**src/rtl/ps2_device.sv**
```systemverilog
// PS/2 device-side endpoint.
// Generates the PS/2 clock, shifts device-to-host frames out, receives
// host-to-device command frames and drives the acknowledge bit.
// Both bus lines are open-drain: an *_od output of 0 pulls the line low,
// and 1 releases it.
module ps2_device #(
  parameter int HALF_PERIOD_CYC = 2000,
  parameter int GUARD_CYC       = 3
) (
  input  logic       clk,
  input  logic       rst,
  input  logic       en,
  input  logic       tx_valid,
  input  logic [7:0] tx_data,
  output logic       tx_ready,
  output logic       tx_done,
  output logic       tx_abort,
  output logic       rx_valid,
  output logic [7:0] rx_data,
  output logic       rx_perr,
  output logic       rx_ferr,
  input  logic       ps2_clk_i,
  input  logic       ps2_dat_i,
  output logic       ps2_clk_od,
  output logic       ps2_dat_od
);

  localparam int TW = (HALF_PERIOD_CYC > 1) ? $clog2(HALF_PERIOD_CYC) : 1;
  localparam logic [TW-1:0] TC_VAL    = TW'(HALF_PERIOD_CYC - 1);
  localparam logic [TW-1:0] GUARD_VAL = TW'(GUARD_CYC);

  typedef enum logic [3:0] {
    IDLE,
    TX_HI,
    TX_LO,
    TX_END,
    INHIBIT,
    RX_LO,
    RX_HI,
    ACK_LO,
    ACK_HI
  } state_t;

  state_t        state, state_n;
  logic [TW-1:0] timer, timer_n;
  logic [3:0]    bitcnt, bitcnt_n;
  logic [10:0]   shreg, shreg_n;
  logic [7:0]    rx_data_n;
  logic          tx_done_n, tx_abort_n;
  logic          rx_valid_n, rx_perr_n, rx_ferr_n;
  logic          clk_od_n, dat_od_n;

  logic          clk_meta, sclk;
  logic          dat_meta, sdat;
  logic          tc;
  logic          guard_done;

  // Two-stage synchronizers for the raw bus lines; they idle at the released level.
  always_ff @(posedge clk) begin
    if (rst) begin
      clk_meta <= 1'b1;
      sclk     <= 1'b1;
      dat_meta <= 1'b1;
      sdat     <= 1'b1;
    end else begin
      clk_meta <= ps2_clk_i;
      sclk     <= clk_meta;
      dat_meta <= ps2_dat_i;
      sdat     <= dat_meta;
    end
  end

  assign tc         = (timer == TC_VAL);
  assign guard_done = (timer >= GUARD_VAL);

  // Upstream may hand over a byte only when idle and the host is not holding either line low.
  assign tx_ready = !rst && en && (state == IDLE) && sclk && sdat;

  // Next-state, shift register, bit counter and pulse generation.
  always_comb begin
    state_n    = state;
    bitcnt_n   = bitcnt;
    shreg_n    = shreg;
    rx_data_n  = rx_data;
    tx_done_n  = 1'b0;
    tx_abort_n = 1'b0;
    rx_valid_n = 1'b0;
    rx_perr_n  = 1'b0;
    rx_ferr_n  = 1'b0;

    case (state)
      IDLE: begin
        if (!sclk) begin
          state_n = INHIBIT;
        end else if (tx_valid && tx_ready) begin
          shreg_n  = {1'b1, ~^tx_data, tx_data, 1'b0};
          bitcnt_n = 4'd0;
          state_n  = TX_HI;
        end
      end

      TX_HI: begin
        if (guard_done && !sclk) begin
          tx_abort_n = 1'b1;
          state_n    = INHIBIT;
        end else if (tc) begin
          state_n = TX_LO;
        end
      end

      TX_LO: begin
        if (tc) begin
          shreg_n  = {1'b1, shreg[10:1]};
          bitcnt_n = bitcnt + 4'd1;
          if (bitcnt == 4'd10) begin
            state_n = TX_END;
          end else begin
            state_n = TX_HI;
          end
        end
      end

      TX_END: begin
        if (tc) begin
          tx_done_n = 1'b1;
          state_n   = IDLE;
        end
      end

      INHIBIT: begin
        if (sclk) begin
          if (!sdat) begin
            bitcnt_n = 4'd0;
            state_n  = RX_LO;
          end else begin
            state_n = IDLE;
          end
        end
      end

      RX_LO: begin
        if (tc) begin
          state_n = RX_HI;
        end
      end

      RX_HI: begin
        if (guard_done && !sclk) begin
          state_n = INHIBIT;
        end else if (tc) begin
          shreg_n  = {sdat, shreg[10:1]};
          bitcnt_n = bitcnt + 4'd1;
          if (bitcnt == 4'd9) begin
            if (sdat) begin
              state_n = ACK_LO;
            end else begin
              rx_valid_n = 1'b1;
              rx_data_n  = shreg_n[8:1];
              rx_perr_n  = ~^shreg_n[9:1];
              rx_ferr_n  = 1'b1;
              state_n    = IDLE;
            end
          end else begin
            state_n = RX_LO;
          end
        end
      end

      ACK_LO: begin
        if (tc) begin
          state_n = ACK_HI;
        end
      end

      ACK_HI: begin
        if (tc) begin
          rx_valid_n = 1'b1;
          rx_data_n  = shreg[8:1];
          rx_perr_n  = ~^shreg[9:1];
          state_n    = IDLE;
        end
      end

      default: begin
        state_n = IDLE;
      end
    endcase

    if (!en) begin
      state_n    = IDLE;
      rx_data_n  = rx_data;
      tx_done_n  = 1'b0;
      tx_abort_n = 1'b0;
      rx_valid_n = 1'b0;
      rx_perr_n  = 1'b0;
      rx_ferr_n  = 1'b0;
    end
  end

  // Half-period timer restarts on every phase change; line drives follow the next state.
  always_comb begin
    if ((state_n != state) || tc) begin
      timer_n = '0;
    end else begin
      timer_n = timer + TW'(1);
    end

    clk_od_n = !((state_n == TX_LO) || (state_n == RX_LO) || (state_n == ACK_LO));

    case (state_n)
      TX_HI, TX_LO:   dat_od_n = shreg_n[0];
      ACK_LO, ACK_HI: dat_od_n = 1'b0;
      default:        dat_od_n = 1'b1;
    endcase
  end

  // State, datapath and registered outputs.
  always_ff @(posedge clk) begin
    if (rst) begin
      state      <= IDLE;
      timer      <= '0;
      bitcnt     <= 4'd0;
      shreg      <= 11'd0;
      rx_data    <= 8'd0;
      tx_done    <= 1'b0;
      tx_abort   <= 1'b0;
      rx_valid   <= 1'b0;
      rx_perr    <= 1'b0;
      rx_ferr    <= 1'b0;
      ps2_clk_od <= 1'b1;
      ps2_dat_od <= 1'b1;
    end else begin
      state      <= state_n;
      timer      <= timer_n;
      bitcnt     <= bitcnt_n;
      shreg      <= shreg_n;
      rx_data    <= rx_data_n;
      tx_done    <= tx_done_n;
      tx_abort   <= tx_abort_n;
      rx_valid   <= rx_valid_n;
      rx_perr    <= rx_perr_n;
      rx_ferr    <= rx_ferr_n;
      ps2_clk_od <= clk_od_n;
      ps2_dat_od <= dat_od_n;
    end
  end

endmodule
```
**config.mk**
```make
export PLATFORM = sky130hd
export DESIGN_NAME = ps2_device
export DESIGN_NICKNAME = d
export VERILOG_FILES = /design/src/rtl/ps2_device.sv
export SDC_FILE = /design/constraint.sdc
export NUM_CORES = 1
export LEC_CHECK = 0
export ABC_AREA = 1
export CAP_MARGIN = 10
export CORE_MARGIN = 2
export CORE_UTILIZATION = 35
export CTS_CLUSTER_SIZE = 10
export DETAILED_ROUTE_END_ITERATION = 6
export PLACE_DENSITY_LB_ADDON = 0.25
export SLEW_MARGIN = 20
export SYNTH_ARGS = -nofsm -noshare
export SYNTH_HDL_FRONTEND = slang
export SYNTH_SLANG_ARGS = --single-unit
export TNS_END_PERCENT = 100
```
**constraint.sdc**
```tcl
create_clock -name clk -period 3.7 [get_ports clk]
set_input_delay 0.74 -clock clk [delete_from_list [all_inputs] [get_ports clk]]
set_output_delay 0.74 -clock clk [all_outputs]
set_load 0.01 [all_outputs]
```
==> impl_metrics.tcl <==
set metrics [dict create \
    syn_to_final_growth_pct 15.7 \
    fmax_mhz 311 \
    diodes 0 \
    cts_setup_buffers 0 \
    clock-skew-final_ns 0.0109 \
    synth_mux_area_share_pct 0 \
    cts_num_sinks 49 \
    setup_viol 0 \
    antenna_found_initial 0 \
    grt_max_degree 21 \
    clk_pin_slew_ns 0.09 \
    crit_type "in2out" \
    synth-seq-area-share_pct 33.9 \
    ff_latch_area_sq_um 981 \
    ys_types 42 \
    synthXorXnorAreaFrac_pct 9.39 \
    dieWidth_microns 94.9 \
    worstReg2RegEnd "timer[10]$_SDFF_PP0_" \
    drtIter0Drc 114 \
    max_cap_violations 0 \
    dr.pass1.iters 4 \
    io_pins 30 \
    max-slew-margin-rel_pct 66.9 \
    fillers 866 \
    gp_congestion 0.964 \
    required_ns 2.96 \
    status "finished, final reports clean" \
    row_count 33 \
    grt_pass1_wl_microns 11100 \
    hold_depth 1 \
    post_cts_resized 0 \
    cp-start-kind "input port" \
    post-route-min-period_ns 3.22 \
    dp_hpwl_microns 4840 \
    hold_buffers 0 \
    final_util_pct 41.3 \
    cts_buffers 5 \
    regToRegSetupSlack_ns 1.15 \
    die_h_microns 94.9 \
    cts_root_buf "clkbuf_8" \
    p_leak_nw 1.30 \
    routed_via_density 4.83 \
    drv_slew 0 \
    finalHoldViolations 0 \
    drive_gt1_share_pct 15.5 \
    routed_wl_microns 6300 \
    worstPathMaxFanout 10 \
    dieArea_sq_mm 0.00900 \
    tns_ns 0 \
    synth_cells 393 \
    final_nets 436 \
    synth-compound-area-share_pct 11.6 \
    cts_tree "done" \
    vias 2530 \
    core_area_sq_mm 0.00809 \
    yosys.area_share.simple_pct 35.0 \
    port-buffer-count 29 \
    grt_pass1_vias 2443 \
    ys_seq_elements 49 \
    max_slew.worst_pin.slew_ns 0.492 \
    crit_start "en" \
    finalWorstSetupSlack_ns 0.484 \
    drc 0 \
    endpoint_kind "output pin" \
    r2r-start "timer[0]$_SDFF_PP0_" \
    syn_area_sq_mm 0.00289 \
    hold_class "reg2reg" \
    avgSynthCellArea_sq_um 7.36 \
    power_density_mw_per_mm2 296 \
    period_share_pct 86.9 \
    synth_fa_ha_area_share_pct 1.73 \
    place_ws_ns 0.482 \
    grt-ovfl-total 0 \
    grtUsageTotal_pct 15.3 \
    synth_edf_count 0 \
    crit_path_end "tx_ready" \
    syn-num-nets 411 \
    htreeDepth 2 \
    yosysWarnings 0 \
    ir_drop_mv 0.136 \
    r2r_cells 9 \
    clock_insertion_delay_worst_skew_ns 0.30 \
    crit_arrival_ns 2.48 \
    wl_per_cell_microns 12.0 \
    ant_nets 0 \
    synth-main-ff-cell "dfxtp_1" \
    multi_input_area_sq_mm 0.00167 \
    synthArstFlopShare_pct 0 \
    rsz0062_at_grt "false" \
    initial_utilization_pct 35.7 \
    cts_buffer_depth 2 \
    synth_top_family_by_area "simple AND/OR/NAND/NOR gates" \
]
-- Yosys cell counts (3+ instances only) --
| library cell | count | area share [%] |
|---|---|---|
| o21ai_0 | 7 | 1.2 |
| or2_2 | 4 | 0.87 |
| a21oi_1 | 16 | 2.8 |
| nor2_4 | 3 | 1.2 |
| inv_2 | 11 | 1.4 |
| o21ai_1 | 3 | 0.52 |
| nand4_1 | 9 | 1.9 |
| inv_1 | 31 | 4.0 |
| nand3_1 | 28 | 4.8 |
| nor2_1 | 38 | 4.9 |
| nand2_2 | 9 | 1.9 |
| a22oi_1 | 9 | 2.3 |
| nand2_1 | 74 | 9.6 |
| nor3_1 | 7 | 1.2 |
| dfxtp_1 | 49 | 34 |
| xor2_1 | 13 | 3.9 |
| o211a_1 | 6 | 2.1 |
| xnor2_1 | 18 | 5.5 |
| ha_1 | 4 | 1.7 |
| clkbuf_1 | 8 | 1.0 |
| nand2_4 | 3 | 1.2 |
| nor2_2 | 14 | 3.0 |
| nand3_2 | 5 | 1.7 |
-- where the power goes --
group          total, mW  switching [mW]  internal, mW
Combinational      0.122          0.0655        0.0561
Clock              0.316           0.181         0.135
Sequential         0.553          0.0146         0.538
-- sequential cells by signal (all words and copies together) (netlist names), 4 cells and up --
name,count
timer,11
rx_data,8
bitcnt,4
state,4
shreg,11
-- through the flow --
step                      power, mW  std cells  cell area (sq um)  hold WS, ns
after detailed placement      0.687        516               3260        0.401
after global routing           1.04        524               3340        0.443
after CTS                      1.00        524               3340        0.423
after global placement        0.686        516               3260        0.395
final                         0.991        524               3340        0.423
after floorplan               0.652        393               2890        0.389
-- final cells by class --
cell class,count,share of cell area [%]
Clock buffer,6,2.17
Clock inverter,2,0.412
Inverter,44,5.13
Multi-Input combinational cell,287,49.9
Sequential cell,49,29.3
Tap cell,105,3.93
Timing Repair Buffer,31,9.13
-- per-layer routing --
| metal | global-route usage [%] | vias to the layer above | wire (microns) |
|---|---|---|---|
| met4 | 5.19 | 0 | 140 |
| met2 | 25.5 | 70 | 2960 |
| met3 | 2.63 | 14 | 250 |
| met1 | 20.0 | 1127 | 2950 |
| li1 | - | 1319 | - |
| met5 | 0 | - | 0 |
-- kinds of logic after synthesis --
family | count (synthesis)
AOI/OAI and AO/OA | 50
xor gates and xnor gates | 31
adders and majority gates | 4
buffers and inverters | 57
DFF | 49
and+or+nand+nor | 202
-- how the worst min path moves through the flow --
stage | to | from | slack, ns
floorplan | sclk$_SDFF_PP1_ | clk_meta$_SDFF_PP1_ | 0.39
global placement | sdat$_SDFF_PP1_ | dat_meta$_SDFF_PP1_ | 0.40
detailed placement | sdat$_SDFF_PP1_ | dat_meta$_SDFF_PP1_ | 0.40
CTS | sdat$_SDFF_PP1_ | dat_meta$_SDFF_PP1_ | 0.42
global route | sdat$_SDFF_PP1_ | dat_meta$_SDFF_PP1_ | 0.44
finish | sdat$_SDFF_PP1_ | dat_meta$_SDFF_PP1_ | 0.42
-- critical path, cell delays in order --
cell and delay (ns):
clkdlybuf4s50_1 0.71, nand2_4 0.15, nor3_4 0.29, clkdlybuf4s50_1 0.58
-- layout by cell type, fill, tap and decap left out, drive strengths merged --
cell / instances
o211a: 6
o21ai: 10
o211ai: 1
a211oi: 2
o21a: 2
clkdlybuf4s50: 29
a21oi: 17
or2: 5
and2: 1
or3: 1
nand2: 86
o2111ai: 1
a31oi: 1
clkinv: 3
dfxtp: 49
inv: 43
clkbuf: 6
nor4: 1
nor2: 55
nand3: 33
nor3: 10
xnor2: 18
xor2: 13
ha: 4
buf: 2
a22oi: 9
nand4: 10
o311ai: 1
Note: power is estimated with default switching activity, not from simulation.
